<file path="src/rtl/i2s_transmitter_pkg.sv">
// Shared sample type and I2S framing constants for the synth audio path.
// slot_bit maps a slot number to the SD bit that belongs in it.
package i2s_transmitter_pkg;

   localparam int SAMPLE_WIDTH        = 16;
   localparam int I2S_SLOTS_PER_FRAME = 32;
   localparam int SLOT_W              = $clog2(I2S_SLOTS_PER_FRAME);
   localparam int HALF_SLOTS          = I2S_SLOTS_PER_FRAME / 2;

   typedef logic signed [SAMPLE_WIDTH-1:0] Sample_t;
   typedef logic [SLOT_W-1:0]              slot_t;

   // Slot 0 carries the previous frame's LSB, so frame[0] is still the old word there.
   function automatic logic slot_bit(input slot_t slot, input Sample_t frame);
      logic [3:0] idx;
      logic       b;
      idx = 4'd0;
      b   = 1'b0;
      if (slot == 5'd0) begin
         b = frame[0];
      end else if (slot <= 5'd16) begin
         idx = 4'(5'd16 - slot);
         b   = frame[idx];
      end else begin
         idx = 4'(5'd0 - slot);
         b   = frame[idx];
      end
      return b;
   endfunction

endpackage

</file>
<file path="src/rtl/i2s_transmitter_sample_fifo.sv">
// Synchronous sample FIFO; a pop on empty is ignored, and a push on full is
// accepted only when a pop frees a slot on the same cycle.
module sample_fifo
   import i2s_transmitter_pkg::*;
#(
   parameter int DEPTH = 4
) (
   input  logic                     clk_i,
   input  logic                     rst_i,
   input  logic                     push_i,
   input  logic                     pop_i,
   input  Sample_t                  data_i,
   output Sample_t                  head_o,
   output logic                     full_o,
   output logic                     empty_o,
   output logic [$clog2(DEPTH):0]   level_o
);

   localparam int AW = $clog2(DEPTH);
   localparam logic [AW:0] ONE = {{AW{1'b0}}, 1'b1};

   Sample_t     mem_q [DEPTH];
   logic [AW:0] wr_q, wr_d;
   logic [AW:0] rd_q, rd_d;
   logic [AW:0] level_q, level_d;
   logic        empty_s, full_s, do_push_s, do_pop_s;

   assign empty_s   = (wr_q == rd_q);
   assign full_s    = (wr_q[AW] != rd_q[AW]) && (wr_q[AW-1:0] == rd_q[AW-1:0]);
   assign do_pop_s  = pop_i & ~empty_s;
   assign do_push_s = push_i & (~full_s | do_pop_s);

   // Pointer and occupancy next-state.
   always_comb begin
      if (do_push_s) begin
         wr_d = wr_q + ONE;
      end else begin
         wr_d = wr_q;
      end
      if (do_pop_s) begin
         rd_d = rd_q + ONE;
      end else begin
         rd_d = rd_q;
      end
      case ({do_push_s, do_pop_s})
         2'b10:   level_d = level_q + ONE;
         2'b01:   level_d = level_q - ONE;
         default: level_d = level_q;
      endcase
   end

   // Pointer and level registers.
   always_ff @(posedge clk_i or posedge rst_i) begin
      if (rst_i) begin
         wr_q    <= '0;
         rd_q    <= '0;
         level_q <= '0;
      end else begin
         wr_q    <= wr_d;
         rd_q    <= rd_d;
         level_q <= level_d;
      end
   end

   // Storage array; on a full push+pop the head is read before this write lands.
   always_ff @(posedge clk_i) begin
      if (do_push_s) begin
         mem_q[wr_q[AW-1:0]] <= data_i;
      end
   end

   assign head_o  = mem_q[rd_q[AW-1:0]];
   assign full_o  = full_s;
   assign empty_o = empty_s;
   assign level_o = level_q;

endmodule

</file>
<file path="src/rtl/i2s_transmitter.sv">
// Philips I2S serializer: mono sample on both channels, BCLK divided from the
// system clock, WS/SD updated on BCLK falling events, samples fed by sample_fifo.
module i2s_transmitter
   import i2s_transmitter_pkg::*;
#(
   parameter int BCLK_HALF_PERIOD = 4,
   parameter int FIFO_DEPTH       = 4
) (
   input  logic                          i_Clock,
   input  logic                          i_Reset,
   input  Sample_t                       i_Sample,
   input  logic                          i_SampleReady,
   input  logic                          i_ClearFlags,
   output logic                          o_BitClock,
   output logic                          o_WordSelect,
   output logic                          o_SerialData,
   output logic                          o_Overflow,
   output logic                          o_Underflow,
   output logic [$clog2(FIFO_DEPTH):0]   o_FifoLevel
);

   localparam int               DIV_W    = $clog2(BCLK_HALF_PERIOD);
   localparam logic [DIV_W-1:0] DIV_LAST = DIV_W'(BCLK_HALF_PERIOD - 1);
   localparam logic [DIV_W-1:0] DIV_ONE  = DIV_W'(1);

   logic [DIV_W-1:0] div_q, div_d;
   logic             bclk_q, bclk_d;
   slot_t            slot_q, slot_d;
   logic             ws_q, ws_d;
   logic             sd_q, sd_d;
   Sample_t          frame_q, frame_d;
   logic             played_q, played_d;
   logic             ovf_q, ovf_d;
   logic             unf_q, unf_d;

   logic    fall_s, pop_req_s, pop_s;
   slot_t   slot_next_s;
   Sample_t head_s;
   logic    fifo_full_s, fifo_empty_s;

   sample_fifo #(
      .DEPTH (FIFO_DEPTH)
   ) u_fifo (
      .clk_i   (i_Clock),
      .rst_i   (i_Reset),
      .push_i  (i_SampleReady),
      .pop_i   (pop_req_s),
      .data_i  (i_Sample),
      .head_o  (head_s),
      .full_o  (fifo_full_s),
      .empty_o (fifo_empty_s),
      .level_o (o_FifoLevel)
   );

   assign fall_s      = (div_q == DIV_LAST) & bclk_q;
   assign slot_next_s = slot_q + 5'd1;
   assign pop_req_s   = fall_s & (slot_next_s == 5'd0);
   assign pop_s       = pop_req_s & ~fifo_empty_s;

   // Serializer next-state: divider, slot, WS/SD, frame load and sticky flags.
   always_comb begin
      if (div_q == DIV_LAST) begin
         div_d  = '0;
         bclk_d = ~bclk_q;
      end else begin
         div_d  = div_q + DIV_ONE;
         bclk_d = bclk_q;
      end

      if (fall_s) begin
         slot_d = slot_next_s;
         ws_d   = (slot_next_s >= slot_t'(HALF_SLOTS));
         sd_d   = slot_bit(slot_next_s, frame_q);
      end else begin
         slot_d = slot_q;
         ws_d   = ws_q;
         sd_d   = sd_q;
      end

      // An empty FIFO at frame start keeps the old word so the last sample repeats.
      if (pop_s) begin
         frame_d  = head_s;
         played_d = 1'b1;
      end else begin
         frame_d  = frame_q;
         played_d = played_q;
      end

      if (i_SampleReady && fifo_full_s && !pop_s) begin
         ovf_d = 1'b1;
      end else if (i_ClearFlags) begin
         ovf_d = 1'b0;
      end else begin
         ovf_d = ovf_q;
      end

      if (pop_req_s && fifo_empty_s && played_q) begin
         unf_d = 1'b1;
      end else if (i_ClearFlags) begin
         unf_d = 1'b0;
      end else begin
         unf_d = unf_q;
      end
   end

   // Serializer state registers; slot starts at 31 so the first falling event enters slot 0.
   always_ff @(posedge i_Clock or posedge i_Reset) begin
      if (i_Reset) begin
         div_q    <= '0;
         bclk_q   <= 1'b0;
         slot_q   <= slot_t'(I2S_SLOTS_PER_FRAME - 1);
         ws_q     <= 1'b0;
         sd_q     <= 1'b0;
         frame_q  <= '0;
         played_q <= 1'b0;
         ovf_q    <= 1'b0;
         unf_q    <= 1'b0;
      end else begin
         div_q    <= div_d;
         bclk_q   <= bclk_d;
         slot_q   <= slot_d;
         ws_q     <= ws_d;
         sd_q     <= sd_d;
         frame_q  <= frame_d;
         played_q <= played_d;
         ovf_q    <= ovf_d;
         unf_q    <= unf_d;
      end
   end

   assign o_BitClock   = bclk_q;
   assign o_WordSelect = ws_q;
   assign o_SerialData = sd_q;
   assign o_Overflow   = ovf_q;
   assign o_Underflow  = unf_q;

endmodule

</file>
<file path="config.mk">
export PLATFORM = sky130hd
export DESIGN_NAME = i2s_transmitter
export DESIGN_NICKNAME = d
export VERILOG_FILES = /design/src/rtl/i2s_transmitter_pkg.sv /design/src/rtl/i2s_transmitter_sample_fifo.sv /design/src/rtl/i2s_transmitter.sv
export SDC_FILE = /design/constraint.sdc
export NUM_CORES = 1
export LEC_CHECK = 0
export ABC_AREA = 1
export CORE_MARGIN = 4
export CORE_UTILIZATION = 53
export CTS_CLUSTER_DIAMETER = 150
export DETAILED_ROUTE_END_ITERATION = 8
export GPL_TIMING_DRIVEN = 0
export PLACE_DENSITY = 0.75
export REMOVE_ABC_BUFFERS = 1
export SLEW_MARGIN = 20
export SYNTH_ARGS = -nofsm -noshare
export SYNTH_HDL_FRONTEND = slang
export SYNTH_SLANG_ARGS = --single-unit
</file>
<file path="constraint.sdc">
create_clock -name i_Clock -period 2.5 [get_ports i_Clock]
set_input_delay 0.5 -clock i_Clock [delete_from_list [all_inputs] [get_ports i_Clock]]
set_output_delay 0.5 -clock i_Clock [all_outputs]
set_load 0.03 [all_outputs]
</file>
==> flow_summary.ini <==
[timing]
drv_slew = 0
hold_violations = 0
tightest_slew_ps = 805.3
slew_headroom = 0.4602
rsz0062_at_grt = true
min_period_over_period = 0.9967
finalSetupViolations = 0
period_needed_ps = 2492
setup_ws_ps = 8.133
fmaxAchievable_mhz = 401.3
finalClockSkew_ps = 10.38

[logic_synthesis]
ys_seq_area_frac = 0.6565
synth_area_leaders = edfxtp_1, dfrtp_1, nand2_1
synthCells = 414
avgSynthCellArea_um2 = 10.59
yosysTopAreaCell = edfxtp_1
yosys_most_used_dff = edfxtp_1
synth_area_um2 = 4385
synth-seq-cells = 102
synthArstFlopShare = 0.3725
yosysTopAreaCellShare = 0.4382
ys_warn_count = 0
synth_edf_count = 64
synth.distinct_cells = 32

[clock_tree]
cts_root_buf = clkbuf_8
cts_buffers = 9
path_clk_slew_ps = 100
clock-sinks = 102
cts_tree = built
worstSkewPairLatency_ps = 370
cts_max_level = 3
clockBufferDepth = 2

[placement]
pre_cts_slack_ps = -1506
port_buffers = 27
dpl.hpwl_um = 5578
place_congestion = 0.9367

[die]
placementRows = 32
core_um2 = 7888
initial_core_util = 0.5560
fp.dieH_um = 98.97
design.die.area_um2 = 9794
fp.dieW_um = 98.97
pin_count = 28

[global_routing]
grt_usage = 0.2053
grt_max_degree = 33
grt_overflow_total = 0
grt_pass1_vias = 3096
grt_pass1_wl_um = 15480
grt_antenna_before_repair = 0

[pwr]
power_leakage_nw = 2.204
finalPower_mw = 3.959
p_per_area_nw_per_um2 = 744.4
vdd_drop_max_mv = 0.3868

[drt]
vias_per_cell = 5.439
drc = 0
ant_nets = 0
wl_per_cell_um = 17.19
drt-initial-drc-count = 200
wl_um = 9867
first_pass_iters = 5
num_vias = 3122

[layout]
insertedDiodeCount = 0
drive_gt1_frac = 0.1695
syn2layout_area_growth_pct = 21.28
fill_cells = 570
nNetsFinal = 497

[hold_path]
hp-class = primary input to asynchronous set/reset pin

[critical_path]
worstReg2RegEnd = u_fifo.level_o[1]
timing.critical_path.from = slot_q[1]
r2r-start = slot_q[1]
crit_path_end = u_fifo.level_o[1]
ff2ff_setup_slack_ps = 8
crit_required_ps = 2760
crit_path_start_kind = flop
crit_fanout = 4
reg2reg_depth = 11
cp.arrival_ps = 2750
end_kind = flop
crit_type = flop to flop

[status]
status = finished clean

[run]
maxCapViolations = 0
==> power by group <==
group,internal (mW),switching (mW),total (mW),leakage [nW]
clock network,0.477,0.579,1.06,0.101
registers,2.07,0.0992,2.17,1.08
logic,0.285,0.449,0.734,1.02
total,2.83,1.13,3.96,2.20
==> metal layers <==
layer  up-vias  GRT usage  routed length, µm
li1       1489          -                  -
met1      1503     0.2540               3930
met2       110     0.3507               5079
met3        20    0.05025                592
met4         0    0.07353                265
met5         -          0                  0
==> cells by family (layout without fill, tap and decap cells) <==
logic type / after synthesis / count (layout) / share of synthesized area
AO/OA/AOI/OAI: 59 / 59 / 0.07275
buffers and inverters: 43 / 100 / 0.04450
multiplexers: 1 / 1 / 0.002568
XOR/XNOR: 8 / 8 / 0.01598
AND/OR/NAND/NOR: 191 / 192 / 0.1775
flip-flops: 102 / 102 / 0.6565
adder cells (fa/ha/maj): 10 / 10 / 0.03024
==> per-stage QoR <==
stage                     hold WS (ps)  TNS (ps)  cells  utilization  area, µm²
after floorplan                  409.9    -17720    400            -       4305
after global placement           420.0   -108150    529       0.5963       4703
after detailed placement         450.7    -66770    534       0.6068       4786
after CTS                        337.8         0    567       0.6597       5204
after global routing             331.7    -101.0    574       0.6743       5319
final                            342.0         0    574       0.6743       5319
==> cells in the mapped netlist, types with 2 or more instances <==
master and number:
buf_4 4, xnor2_1 4, o21ai_0 41, o22ai_1 16
dfrtp_1 33, nand2_1 125, dfstp_2 5, clkbuf_1 6
nand2_2 3, buf_1 2, edfxtp_1 64, nand3_1 11
inv_1 25, nor2_1 43, nand3_2 2, xor2_1 4
ha_1 9, nand4_1 3
==> worst min path at each step <==
stage / startpoint / end
final: i_Reset / u_fifo.level_o[2]
after global routing: i_Reset / u_fifo.wr_q[2]
after CTS: i_Reset / u_fifo.level_o[2]
after detailed placement: played_q / played_q
after global placement: div_q[0] / div_q[0]
after floorplan: div_q[0] / div_q[0]
==> final cells by class <==
| class | instances | area [µm²] | area share |
|---|---|---|---|
| flip-flops and latches | 102 | 2887 | 0.5427 |
| multi-input cells | 270 | 1438 | 0.2703 |
| repair buffers | 54 | 523.0 | 0.09833 |
| inverters | 29 | 133.9 | 0.02517 |
| well taps | 102 | 127.6 | 0.02399 |
| clock buffers | 9 | 123.9 | 0.02329 |
| clock inverters | 7 | 81.33 | 0.01529 |
| repair inverters | 1 | 5.005 | 0.0009410 |
==> registers in the layout, summed over array words and instances, names as in the netlist <==
register,count
slot_q,5
o_SerialData,1
u_fifo.level_o,3
u_fifo.rd_q,3
frame_q,16
o_WordSelect,1
o_BitClock,1
o_Overflow,1
u_fifo.mem_q,64
u_fifo.wr_q,3
played_q,1
o_Underflow,1
div_q,2
==> placed cells by master (no fill, tap or decap), types with 2 or more instances in the layout <==
master,instances
nand2_2,4
nand3_4,2
clkbuf_8,9
buf_4,19
inv_1,20
xnor2_1,4
nor2_4,2
clkinv_1,2
o22ai_1,16
inv_2,4
buf_6,4
inv_8,2
nand2_1,122
ha_1,6
xor2_1,3
edfxtp_1,64
clkinv_4,3
nand2_4,2
dfrtp_1,31
clkdlybuf4s50_1,27
dfrtp_4,2
nor2_1,39
nand3_1,10
clkinvlp_4,3
nand4_1,3
dfstp_2,5
o21ai_0,40
nand2_8,2
ha_4,3
buf_8,3
nor2_2,3
==> timing repair <==
action / in CTS / in global routing
buffers inserted: 15 / 7
endpoints found under the setup margin: 92 / 30
gates resized for setup: 21 / 11
hold buffers: 0 / 0
pin swaps: 4 / 6
cloned: 2 / 0
==> worst max-delay path, stage by stage (launching register included) <==
cell      delay (ps)
dfstp_2          580
ha_4             170
nand3_2           90
xor2_2           220
inv_2             90
nand3_4          130
clkinv_4          90
nand2_8          100
inv_12            30
ha_4             150
fa_1             440
mux2_2           280
Power figures use the tool's default switching activity.
==> RTL change: new RTL, same flow settings <==
`BCLK_HALF_PERIOD`: 4 -> 8.
--- a/src/rtl/i2s_transmitter.sv
+++ b/src/rtl/i2s_transmitter.sv
@@ -3,7 +3,7 @@
 module i2s_transmitter
    import i2s_transmitter_pkg::*;
 #(
-   parameter int BCLK_HALF_PERIOD = 4,
+   parameter int BCLK_HALF_PERIOD = 8,
    parameter int FIFO_DEPTH       = 4
 ) (
    input  logic                          i_Clock,
Check against the original RTL: not equivalent (a bounded check fails within 10 cycles, from zero or initial values and one cycle with i_Reset high).
==> RTL change against the original RTL <==
  * Sequential cell count up 1
  * Die area rose by 0.33%
  * Highest routed layer unchanged
  * Critical endpoint unchanged
  * Final area shrank 1.0%
  * Worst setup slack improved by 0.020 ns
  * Maximum frequency is 0.82% higher
  * Critical path depth down 1
  * Total power decreased by 1.6%
  * Wire length down 7.1%
  * Area after synthesis up 0.37%
  * Via count down 1.2%
==> RTL change: results (changes against the original RTL) <==
- Clk Latency, worst-skew pair: 0.38 ns
- DP Worst Slack: -1.66 ns (-0.159 ns)
- Dpl hpwl: 5340 um (-4.2%)
- GPL Wtd Cong: 0.899 (-4.0%)
- Gr usage total: 19.6% (-0.93 points)
- Slowest cell on the critical path: dfstp_2
- Cells after Synth: 416 (+0.48%)
- Global-route wire length before repair: 14,900 um (-3.5%)
- Leakage power total: 2.22 nW (+0.58%)
- Initial DRC Count: 255 (+28%)
- Clk_skew: 0.0122 ns (+0.00182 ns)
- Routed vias/inst: 5.41 (-0.52%)
- Min Hold Slack: 0.329 ns (-0.0126 ns)
- Commonest cells in the synthesized netlist: nand2_1 (118), edfxtp_1 (64), nor2_1 (46), o21ai_0 (46), dfrtp_1 (34)
- VDD IR-drop max: 557 uV (+44%)
- Routed WL per cell: 16.1 um (-6.5%)
- Reg2reg setup slack: 0.03 ns (+0.02 ns)
- CTS Root Cell: clkbuf_8
- Port bufs: 27 (unchanged)
- Largest cells by area after synthesis: edfxtp_1 (44%), dfrtp_1 (19%), nand2_1 (10%)
- Fraction of layout cells with a size suffix above 1: 15.6% (-1.4 points)
- Placed cell area: 4800 um^2 (+0.37%)
- Nets: 494 (-0.60%)
- Final worst-path cycle share: 98.9% (-0.81 points)
- Post-synth ARST share: 37.9% (+0.61 points)
- Clock-pin slew on the worst setup and hold paths: 0.10 ns (about the same)
- Pin count of the biggest net entering global routing: 35 (+6.1%)
- Critical path arrival: 2.74 ns (about the same)
- CP max stage delay: 0.58 ns (about the same)
- Status: finished clean
- Vias in the first global route: 2,988 (-3.5%)
- Slew margin rel.: 48.1% (+2.1 points)
- Seq/Total Area, Yosys: 66.0% (+0.33 points)
- Yosys cell types: 26 (-19%)
- Ys Warns: 0 (unchanged)
- R2R cell count: 10 (-1)
- CTS Buf Count: 9 (unchanged)
- Final std cells w/o fill: 570 (-0.70%)
- Placed cells: 535 (+0.19%)
- Drt first pass iters: 4 (-1)
RTL change: cell count changes after synthesis, sizes merged, moves of 2 or more:
cell,delta
nand2,-11
inv,+5
nor2,+4
clkinv,-2
o21ai,+4
RTL change: layer usage:
metal / routed length [um] / up-vias / part of all wire [%] / GRT usage (%)
li1: - / 1487 / - / -
met1: 4000 / 1490 / 44 / 26.3
met2: 4440 / 94 / 48 / 32.3
met3: 549 / 13 / 6.0 / 3.93
met4: 167 / 0 / 1.8 / 6.20
met5: 0 / - / 0 / 0
RTL change: power by group:
group / internal [mW] / switching [mW] / leakage, nW
clock: 0.383 / 0.599 / 0.0957
combinational: 0.292 / 0.440 / 1.03
sequential: 2.09 / 0.0981 / 1.09
total: 2.76 / 1.14 / 2.22
RTL change: kinds of logic (layout without fill, tap and decap cells):
group / Yosys count / in the layout / share of synthesized area (%)
xor+xnor: 7 / 7 / 1.39
compound gates: 63 / 63 / 7.62
mux: 1 / 1 / 0.256
simple gates: 184 / 185 / 16.8
flops: 103 / 103 / 66.0
fa+ha+maj: 11 / 11 / 3.30
buf+inv: 47 / 98 / 4.69
RTL change: timing repair:
action | in CTS | in global routing
hold buffers | 0 | 0
setup endpoints to repair | 92 | 19
resized for setup | 20 | 10
cloned | 2 | 0
setup buffers | 12 | 5
pin swaps | 2 | 4
RTL change: cell type report:
type | count | area (um^2)
Timing Repair inverter | 1 | 5.00
Multi-Input combinational cell | 267 | 1420
Sequential cell | 103 | 2910
Inverter | 32 | 128
Clock inverter | 7 | 61.3
Clock buffer | 9 | 124
Timing Repair Buffer | 49 | 489
Tap cell | 102 | 128
Fill cell | 568 | 2620
